===== src/rtl/c2f_chunk_reader_if.sv =====
// RAM read port plus outgoing 64-bit word stream of the C2F chunk reader.
// Stream handshake: a word transfers on a clock edge where valid and ready are both high; once valid rises, data holds steady and valid stays high until that transfer.
interface c2f_chunk_reader_if #(
  parameter int IDX_NBITS = 2,
  parameter int OFF_NBITS = 3
);
  logic [IDX_NBITS+OFF_NBITS-1:0] ramAddr;
  logic [63:0]                    ramData;
  logic [63:0]                    data;
  logic                           valid;
  logic                           ready;

  modport master (
    output ramAddr,
    input  ramData,
    output data,
    output valid,
    input  ready
  );

  modport slave (
    input  ramAddr,
    output ramData,
    input  data,
    input  valid,
    output ready
  );
endinterface


===== src/rtl/c2f_chunk_reader.sv =====
// Reads committed C2F chunks out of the burst RAM in ring order and streams them downstream.
// It counts held chunks so the CPU knows when a chunk slot is free again.
module c2f_chunk_reader #(
  parameter int IDX_NBITS = 2,
  parameter int OFF_NBITS = 3
) (
  input  logic                 pcieClk_in,
  input  logic                 reset_in,
  input  logic                 flush_in,
  input  logic                 commit_in,
  c2f_chunk_reader_if.master   bus,
  output logic                 chunkDone_out,
  output logic [IDX_NBITS:0]   heldCount_out,
  output logic                 overflow_out
);
  localparam int ADDR_NBITS = IDX_NBITS + OFF_NBITS;
  localparam int CNT_NBITS  = IDX_NBITS + 1;
  localparam logic [CNT_NBITS-1:0] NUM_CHUNKS = CNT_NBITS'(2 ** IDX_NBITS);

  logic [CNT_NBITS-1:0]  availCnt, availNext;
  logic [CNT_NBITS-1:0]  heldCnt, heldNext;
  logic                  overflow, overflowNext;
  logic [ADDR_NBITS-1:0] rdAddr;
  logic                  inflight, inflightLast;

  logic [63:0]           fifoData [0:1];
  logic [1:0]            fifoLast;
  logic                  head;
  logic [1:0]            occ, occNext;

  logic                  pop, push, issue, issueLast, commitAcc, chunkDone;
  logic                  tail;
  logic [2:0]            projOcc;

  always_comb begin
    pop       = (occ != 2'd0) && bus.ready;
    push      = inflight;
    // Occupancy after this cycle's pop and the in-flight word land; a new read is only safe below 2.
    projOcc   = {1'b0, occ} + {2'b00, inflight} - {2'b00, pop};
    issue     = (availCnt != '0) && (projOcc < 3'd2);
    issueLast = &rdAddr[OFF_NBITS-1:0];
    commitAcc = commit_in && (heldCnt < NUM_CHUNKS);
    chunkDone = pop && fifoLast[head];
    tail      = head ^ occ[0];

    availNext = availCnt;
    if (commitAcc && !(issue && issueLast)) begin
      availNext = availCnt + 1'b1;
    end else if (!commitAcc && issue && issueLast) begin
      availNext = availCnt - 1'b1;
    end

    heldNext = heldCnt;
    if (commitAcc && !chunkDone) begin
      heldNext = heldCnt + 1'b1;
    end else if (!commitAcc && chunkDone) begin
      heldNext = heldCnt - 1'b1;
    end

    overflowNext = overflow || (commit_in && !commitAcc);

    occNext = occ;
    if (push && !pop) begin
      occNext = occ + 2'd1;
    end else if (!push && pop) begin
      occNext = occ - 2'd1;
    end
  end

  always_ff @(posedge pcieClk_in or posedge reset_in) begin
    if (reset_in) begin
      availCnt     <= '0;
      heldCnt      <= '0;
      overflow     <= 1'b0;
      rdAddr       <= '0;
      inflight     <= 1'b0;
      inflightLast <= 1'b0;
      fifoData[0]  <= '0;
      fifoData[1]  <= '0;
      fifoLast     <= '0;
      head         <= 1'b0;
      occ          <= '0;
    end else if (flush_in) begin
      // Flush wins over a coincident commit and drops any read still in flight.
      availCnt     <= '0;
      heldCnt      <= '0;
      overflow     <= 1'b0;
      rdAddr       <= '0;
      inflight     <= 1'b0;
      inflightLast <= 1'b0;
      fifoData[0]  <= '0;
      fifoData[1]  <= '0;
      fifoLast     <= '0;
      head         <= 1'b0;
      occ          <= '0;
    end else begin
      availCnt     <= availNext;
      heldCnt      <= heldNext;
      overflow     <= overflowNext;
      inflight     <= issue;
      inflightLast <= issue && issueLast;
      if (issue) begin
        rdAddr <= rdAddr + 1'b1;
      end
      if (push) begin
        fifoData[tail] <= bus.ramData;
        fifoLast[tail] <= inflightLast;
      end
      if (pop) begin
        head <= ~head;
      end
      occ <= occNext;
    end
  end

  assign bus.ramAddr    = rdAddr;
  assign bus.data       = fifoData[head];
  assign bus.valid      = (occ != 2'd0);
  assign chunkDone_out  = chunkDone;
  assign heldCount_out  = heldCnt;
  assign overflow_out   = overflow;
endmodule


===== src/flat_wrapper.sv =====
// flat-port wrapper written by rule: the top's interface ports become plain ports
module c2f_chunk_reader_flat 
#(
  parameter int IDX_NBITS = 2,
  parameter int OFF_NBITS = 3
)
  (pcieClk_in, reset_in, flush_in, commit_in, chunkDone_out, heldCount_out, overflow_out, bus_ramAddr, bus_ramData, bus_data, bus_valid, bus_ready);
  c2f_chunk_reader_if #(.IDX_NBITS(IDX_NBITS), .OFF_NBITS(OFF_NBITS)) bus_i ();
  input  logic pcieClk_in;
  input  logic reset_in;
  input  logic flush_in;
  input  logic commit_in;
  output logic chunkDone_out;
  output logic [IDX_NBITS:0] heldCount_out;
  output logic overflow_out;
  output wire logic [$bits(bus_i.ramAddr)-1:0] bus_ramAddr;
  input wire logic [$bits(bus_i.ramData)-1:0] bus_ramData;
  output wire logic [$bits(bus_i.data)-1:0] bus_data;
  output wire logic [$bits(bus_i.valid)-1:0] bus_valid;
  input wire logic [$bits(bus_i.ready)-1:0] bus_ready;
  assign bus_ramAddr = bus_i.ramAddr;
  assign bus_i.ramData = bus_ramData;
  assign bus_data = bus_i.data;
  assign bus_valid = bus_i.valid;
  assign bus_i.ready = bus_ready;
  c2f_chunk_reader #(.IDX_NBITS(IDX_NBITS), .OFF_NBITS(OFF_NBITS)) u_core (.pcieClk_in(pcieClk_in), .reset_in(reset_in), .flush_in(flush_in), .commit_in(commit_in), .bus(bus_i), .chunkDone_out(chunkDone_out), .heldCount_out(heldCount_out), .overflow_out(overflow_out));
endmodule

===== config.mk =====
export PLATFORM = sky130hd
export DESIGN_NAME = c2f_chunk_reader_flat
export DESIGN_NICKNAME = d
export VERILOG_FILES = /design/src/rtl/c2f_chunk_reader_if.sv /design/src/rtl/c2f_chunk_reader.sv /design/src/flat_wrapper.sv
export SDC_FILE = /design/constraint.sdc
export NUM_CORES = 1
export LEC_CHECK = 0
export CORE_UTILIZATION = 31
export CTS_CLUSTER_SIZE = 40
export DETAILED_ROUTE_END_ITERATION = 16
export PLACE_DENSITY_LB_ADDON = 0.05
export SYNTH_ARGS = -nofsm -noshare
export SYNTH_HDL_FRONTEND = slang
export SYNTH_SLANG_ARGS = --single-unit

===== constraint.sdc =====
create_clock -name pcieClk_in -period 12.8 [get_ports pcieClk_in]
set_clock_uncertainty 0.1 [all_clocks]
set_input_delay 1.92 -clock pcieClk_in [delete_from_list [all_inputs] [get_ports pcieClk_in]]
set_output_delay 1.92 -clock pcieClk_in [all_outputs]
set_load 0.01 [all_outputs]

; Word-level counts from Yosys, hierarchy flattened
; Cells that the tools add are included.
[classes]
addsub = 9
magnitude_cmp = 8
muxes = 31
bitwise = 4
reduce_logical = 30
[ops]
columns = op, n
row1 = 128-bit two-way mux, 2
row2 = 64-bit two-way mux, 4
row3 = 128-bit bitwise mux, 1
row4 = 64-bit demux with 1-bit select, 1
row5 = 3-bit two-way mux, 6
row6 = 1-bit logical AND, 15
row7 = 3-bit nonzero test, 4
row8 = 2-bit two-way mux, 5
row9 = 5-bit two-way mux, 2
row10 = 1-bit two-way mux, 8
row11 = 2-bit nonzero test, 4
row12 = 3-bit by 1-bit adder with 3-bit output (second input constant), 2
row13 = 3-bit by 1-bit subtractor with 3-bit output (second input constant), 2
row14 = 5-bit by 1-bit adder with 5-bit output (second input constant), 1
row15 = 1-bit zero test, 5
row16 = 2-bit greater-or-equal comparator (second input constant), 2
row17 = 1-bit by 2-bit < comparator with 1-bit output (second input constant), 2
row18 = 1-bit NOT with 2-bit output, 2
row19 = 2-bit by 1-bit adder with 3-bit output, 1
row20 = 3-bit by 2-bit < comparator with 1-bit output (second input constant), 1
row21 = 3-bit < comparator (second input constant), 1
row22 = 3-bit AND reduction, 1
row23 = 3-bit by 1-bit subtractor with 3-bit output, 1
row24 = 2-bit by 1-bit adder with 2-bit output (second input constant), 1
row25 = 8 further kinds, 8
[totals]
regBits = 147
in_bits = 69
output_inout_bits = 75
wordCells = 93

; Longest topological paths before layout
[logic_depth]
ltp_word = 10
mapped_depth = 12
ltp_nobuf = 11

; Least setup slack after synthesis
; No wires, ideal clock.
[synth_path]
kind = input port to flip-flop
from = in bus_ready
to = reg u_core.availCnt[2]
setup_ns = 0.127
t_arrival_ns = 4.220
t_required_ns = 12.573
path_slack_ns = 8.353
cell_stages = 11
path_buffers = 0
path_cell_list = o21ai_2 -> inv_1 -> ha_1 -> nand2b_1 -> fa_1 -> xor2_2 -> o31a_2 -> fa_1 -> o21bai_1 -> a21oi_1 -> nand3b_1
[synth_between]
elab_chain_cells = 9
word_cells_on_any_way = 12
classes_between = add/sub (1) / order compare (1) / mux (2) / reduce/logical (8)
[synth_rtl]
columns = element, line_no
row1 = start: declaration, flat_wrapper.sv:20  ; input wire logic [$bits(bus_i.ready)-1:0] bus_ready;
row2 = 1-bit logical AND *, c2f_chunk_reader.sv:36  ; pop = (occ != 2'd0) && bus.ready;
row3 = 3-bit by 1-bit subtractor with 3-bit output *, c2f_chunk_reader.sv:39  ; projOcc = {1'b0, occ} + {2'b00, inflight} - {2'b00, pop};
row4 = 3-bit by 2-bit < comparator with 1-bit output *, c2f_chunk_reader.sv:40  ; issue = (availCnt != '0) && (projOcc < 3'd2);
row5 = 1-bit logical AND *, c2f_chunk_reader.sv:40
row6 = 1-bit logical AND, c2f_chunk_reader.sv:47  ; if (commitAcc && !(issue && issueLast)) begin
row7 = 1-bit zero test, c2f_chunk_reader.sv:47
row8 = 1-bit logical AND, c2f_chunk_reader.sv:47
row9 = 3-bit two-way mux, c2f_chunk_reader.sv:47
row10 = 3-bit two-way mux, c2f_chunk_reader.sv:83  ; end else if (flush_in) begin
row11 = end signal: assignment, c2f_chunk_reader.sv:97  ; availCnt <= availNext;
row12 = end: declaration, c2f_chunk_reader.sv:20  ; logic [CNT_NBITS-1:0] availCnt, availNext;
; Every way passes the cells marked *; elsewhere a longest branch is shown, timed or not.
; A chain may end at the register's enable or synchronous reset.

; Worst setup path after layout
[layout_path]
from = in bus_ready
to = out chunkDone_out
[layout_between]
elab_chain_cells = 2
[layout_rtl]
columns = element, line_no
row1 = 1-bit logical AND, c2f_chunk_reader.sv:36
row2 = 1-bit logical AND, c2f_chunk_reader.sv:43  ; chunkDone = pop && fifoLast[head];
row3 = end: declaration, flat_wrapper.sv:13  ; output logic chunkDone_out;
; No other way between the ends.

==> summary.md <==
| Metric | Value |
|---|---|
| Cell depth of the worst setup path | 4 |
| Leakage | 3.87 nW |
| Final hold vios | 0 |
| Hold Crit Depth | 1 |
| Unrepaired setup endpoints after global routing | false |
| Fill count | 1840 |
| RR Endpoint | u_core.availCnt[2] |
| CP Capture Type | primary output |
| Ys async rst share | 1.00 |
| Yosys warns | 0 |
| First-iteration detailed-routing DRC count | 178 |
| Worst Path Buf+Inv | 2 |
| CTS sink count | 147 |
| Hold path endpoint | u_core.fifoData[67] |
| Max Root-Sink Buffers | 2 |
| Syn-to-layout area delta | 36.2% |
| Worst slew pin tran | 1.07 ns |
| CORE AREA | ~20000 um2 |
| Vias/cell | 5.03 |
| Final min period | 5.37 ns |
| Avg WL per Cell | 19.0 um |
| Post-synthesis instance total | 473 |
| Vias in the first global route | 4807 |
| Share of the synthesized area in the top cell type | 0.578 |
| Max-slew violations | 0 |
| CTS tree | done |
| Fmax | 0.186 GHz |
| Largest area contributor in the netlist | dfrtp_1 |
| CTS Buf Count | 17 |
| Initial antenna violation count | 0 |
| Critical path, cell by cell | clkdlybuf4s50_1 > o21ai_2 > nor2_2 > clkdlybuf4s50_1 |
| Clock Tree Root | clkbuf_16 |
| Crit-path most repeated cell | clkdlybuf4s50_1 |
| Share of cells above drive strength 1 | 0.190 |
| Port bufs | 143 |
| Beginning of the critical path | bus_ready |
| Most frequent cells in the layout | dfrtp_1 (146), clkdlybuf4s50_1 (143), a22o_1 (130) |
| Die W | 145 um |
| # setup viols final | 0 |
| Number of I/O pins | 144 |
| Maximum vdd drop | 0.0000782 V |
| Setup TNS | 0 ns |
| Slowest stage delay, CP | between 0.5 and 0.6 ns |
| CP Launch Type | primary input |
| Source of the worst hold timing path | u_core.fifoData[67] |
| Antenna cell count | 0 |
| Clock transition at path regs | 0.06 ns |
| Sequential-to-total area share from yosys stat | 0.578 |
| First-pass GRT wire length | roughly 27 mm |
| Worst path top cell family by delay | buffers and inverters |
| Placed Cells | approximately 850 |
| Syn_area_per_cell | 13.5 um2 |
| Largest fanout on the critical path | 5 |
| Netlist cell types | 35 |
| Power Dens Cells | ~190 nW/um2 |
| Total grt overflow | 0 |
| Worst hold slack | 0.400 ns |
| #FFs+latches synth | 147 |
| Number of synthesized flops with an enable pin | 0 |
| WL final | 16.8 mm |
| Tcrit/Tclk final | 0.420 |
| Antenna-violating nets left | 0 |
| R2R cell count | 11 |
| Worst slew margin | 0.282 |
| Fin cells | 885 |
| Setup Fix Bufs, Post-CTS | 0 |
| Top_reg_cell synth | dfrtp_1 |
| Commonest non-fill, non-tap cell in the layout | dfrtp_1 |
| # nets final | about 680 |
| Post-Syn Area | around 6400 um2 |
| Die height | around 150 um |
| Critical path's slowest cell | clkdlybuf4s50_1 |
| Cts hold-fix bufs | 0 |
| Syn Nets | 549 |
| Max_cap viols | 0 |
| Required @ worst endpoint | around 11 ns |
| Placement row count | 52 |
| Initial Utilization | 0.316 |
| Gr usage total | 0.166 |
| Critical Path AT | 3.35 ns |
| Drt drc | 0 |
| Worst reg-to-reg setup slack | 9.47 ns |
| Worst flop-to-flop path startpoint | u_core.occ[0] |
| Kind of critical path | in2out |
| H-tree Lvls | 4 |
| Via count | 4449 |
| Drt pass-1 iters | 4 |
| Top cells by area in the synthesized netlist | dfrtp_1 (58%), a22o_1 (18%), mux2_2 (12%) |
| Routability cong. | 0.713 |
| Clk_lat worst skew | about 0.42 ns |
| Largest net degree at the start of global routing | 81 |
| Overall Power | between 1.5 and 2 mW |
| Die ar. | 21100 um2 |
| Status | complete, no violations |
| Post-DP HPWL | 9.80 mm |
| Hold/Removal Path Class | reg2reg |
| CTS-repair resized insts | 0 |
-- how the worst max path moves through the flow --
stage,end,slack (ns)
after floorplan,u_core.availCnt[0],6.83
after global placement,chunkDone_out,7.44
after detailed placement,chunkDone_out,7.43
after CTS,chunkDone_out,7.41
after global routing,chunkDone_out,7.37
final,chunkDone_out,7.43
-- state kept, by name (all words and copies together), names as in the netlist --
| signal | flops |
|---|---|
| u_core.inflight | 1 |
| u_core.occ | 2 |
| u_core.fifoData | 128 |
| u_core.overflow_out | 1 |
| u_core.heldCount_out | 3 |
| u_core.head | 1 |
| u_core.fifoLast | 2 |
| u_core.inflightLast | 1 |
| u_core.bus.ramAddr | 5 |
| u_core.availCnt | 3 |
-- power by group --
group	total (mW)	internal (mW)	switching (mW)
Sequential	0.615	0.547	0.0682
Combinational	0.517	0.269	0.249
Clock	0.540	0.337	0.203
-- cells in the mapped netlist, drive strengths merged, types with 4 or more instances --
| cell type | count |
|---|---|
| a21oi | 8 |
| a22o | 130 |
| buf | 34 |
| clkbuf | 5 |
| dfrtp | 147 |
| ha | 4 |
| inv | 8 |
| mux2 | 66 |
| nand2 | 4 |
| nand2b | 5 |
| nor2 | 18 |
| nor3 | 6 |
| nor3b | 4 |
| o21ai | 5 |
| xnor2 | 5 |
| xor2 | 5 |
-- metrics by stage --
stage               instance area [um2]   util  setup slack, ns
floorplan                          6360      -             6.83
global placement                   8030  0.398             7.44
detailed placement                 8030  0.398             7.43
CTS                                8670  0.430             7.41
global route                       8670  0.430             7.37
finish                             8670  0.430             7.43
-- layer usage --
metal,wire length (um),part of all wire,up-vias,global-route usage
met2,7920,0.47,101,0.257
met4,187,0.011,0,0.0489
met1,7830,0.47,2301,0.224
li1,-,-,2033,-
met3,865,0.051,14,0.0481
met5,0,0,-,0
-- layout make-up --
class                      instances  area, um2  share of cell area
clock buffer                      20        457              0.0527
clock inverter                    11        178              0.0205
inverter                           8       35.0             0.00404
multi-input combinational        279       2490               0.288
sequential                       147       3680               0.425
tap                              270        338              0.0390
timing repair buffer             150       1480               0.171
-- cells by family (layout without fill, tap and decap cells) --
family / count (synthesis) / in the layout / synth area share
AOI/OAI and AO/OA: 148 / 148 / 0.196
adders and majority gates: 7 / 7 / 0.0173
buffers and inverters: 47 / 189 / 0.0360
xor gates and xnor gates: 10 / 10 / 0.0149
and+or+nand+nor: 47 / 47 / 0.0391
DFF: 147 / 147 / 0.578
muxes: 67 / 67 / 0.118
Note: power is estimated with default switching activity, not from simulation.
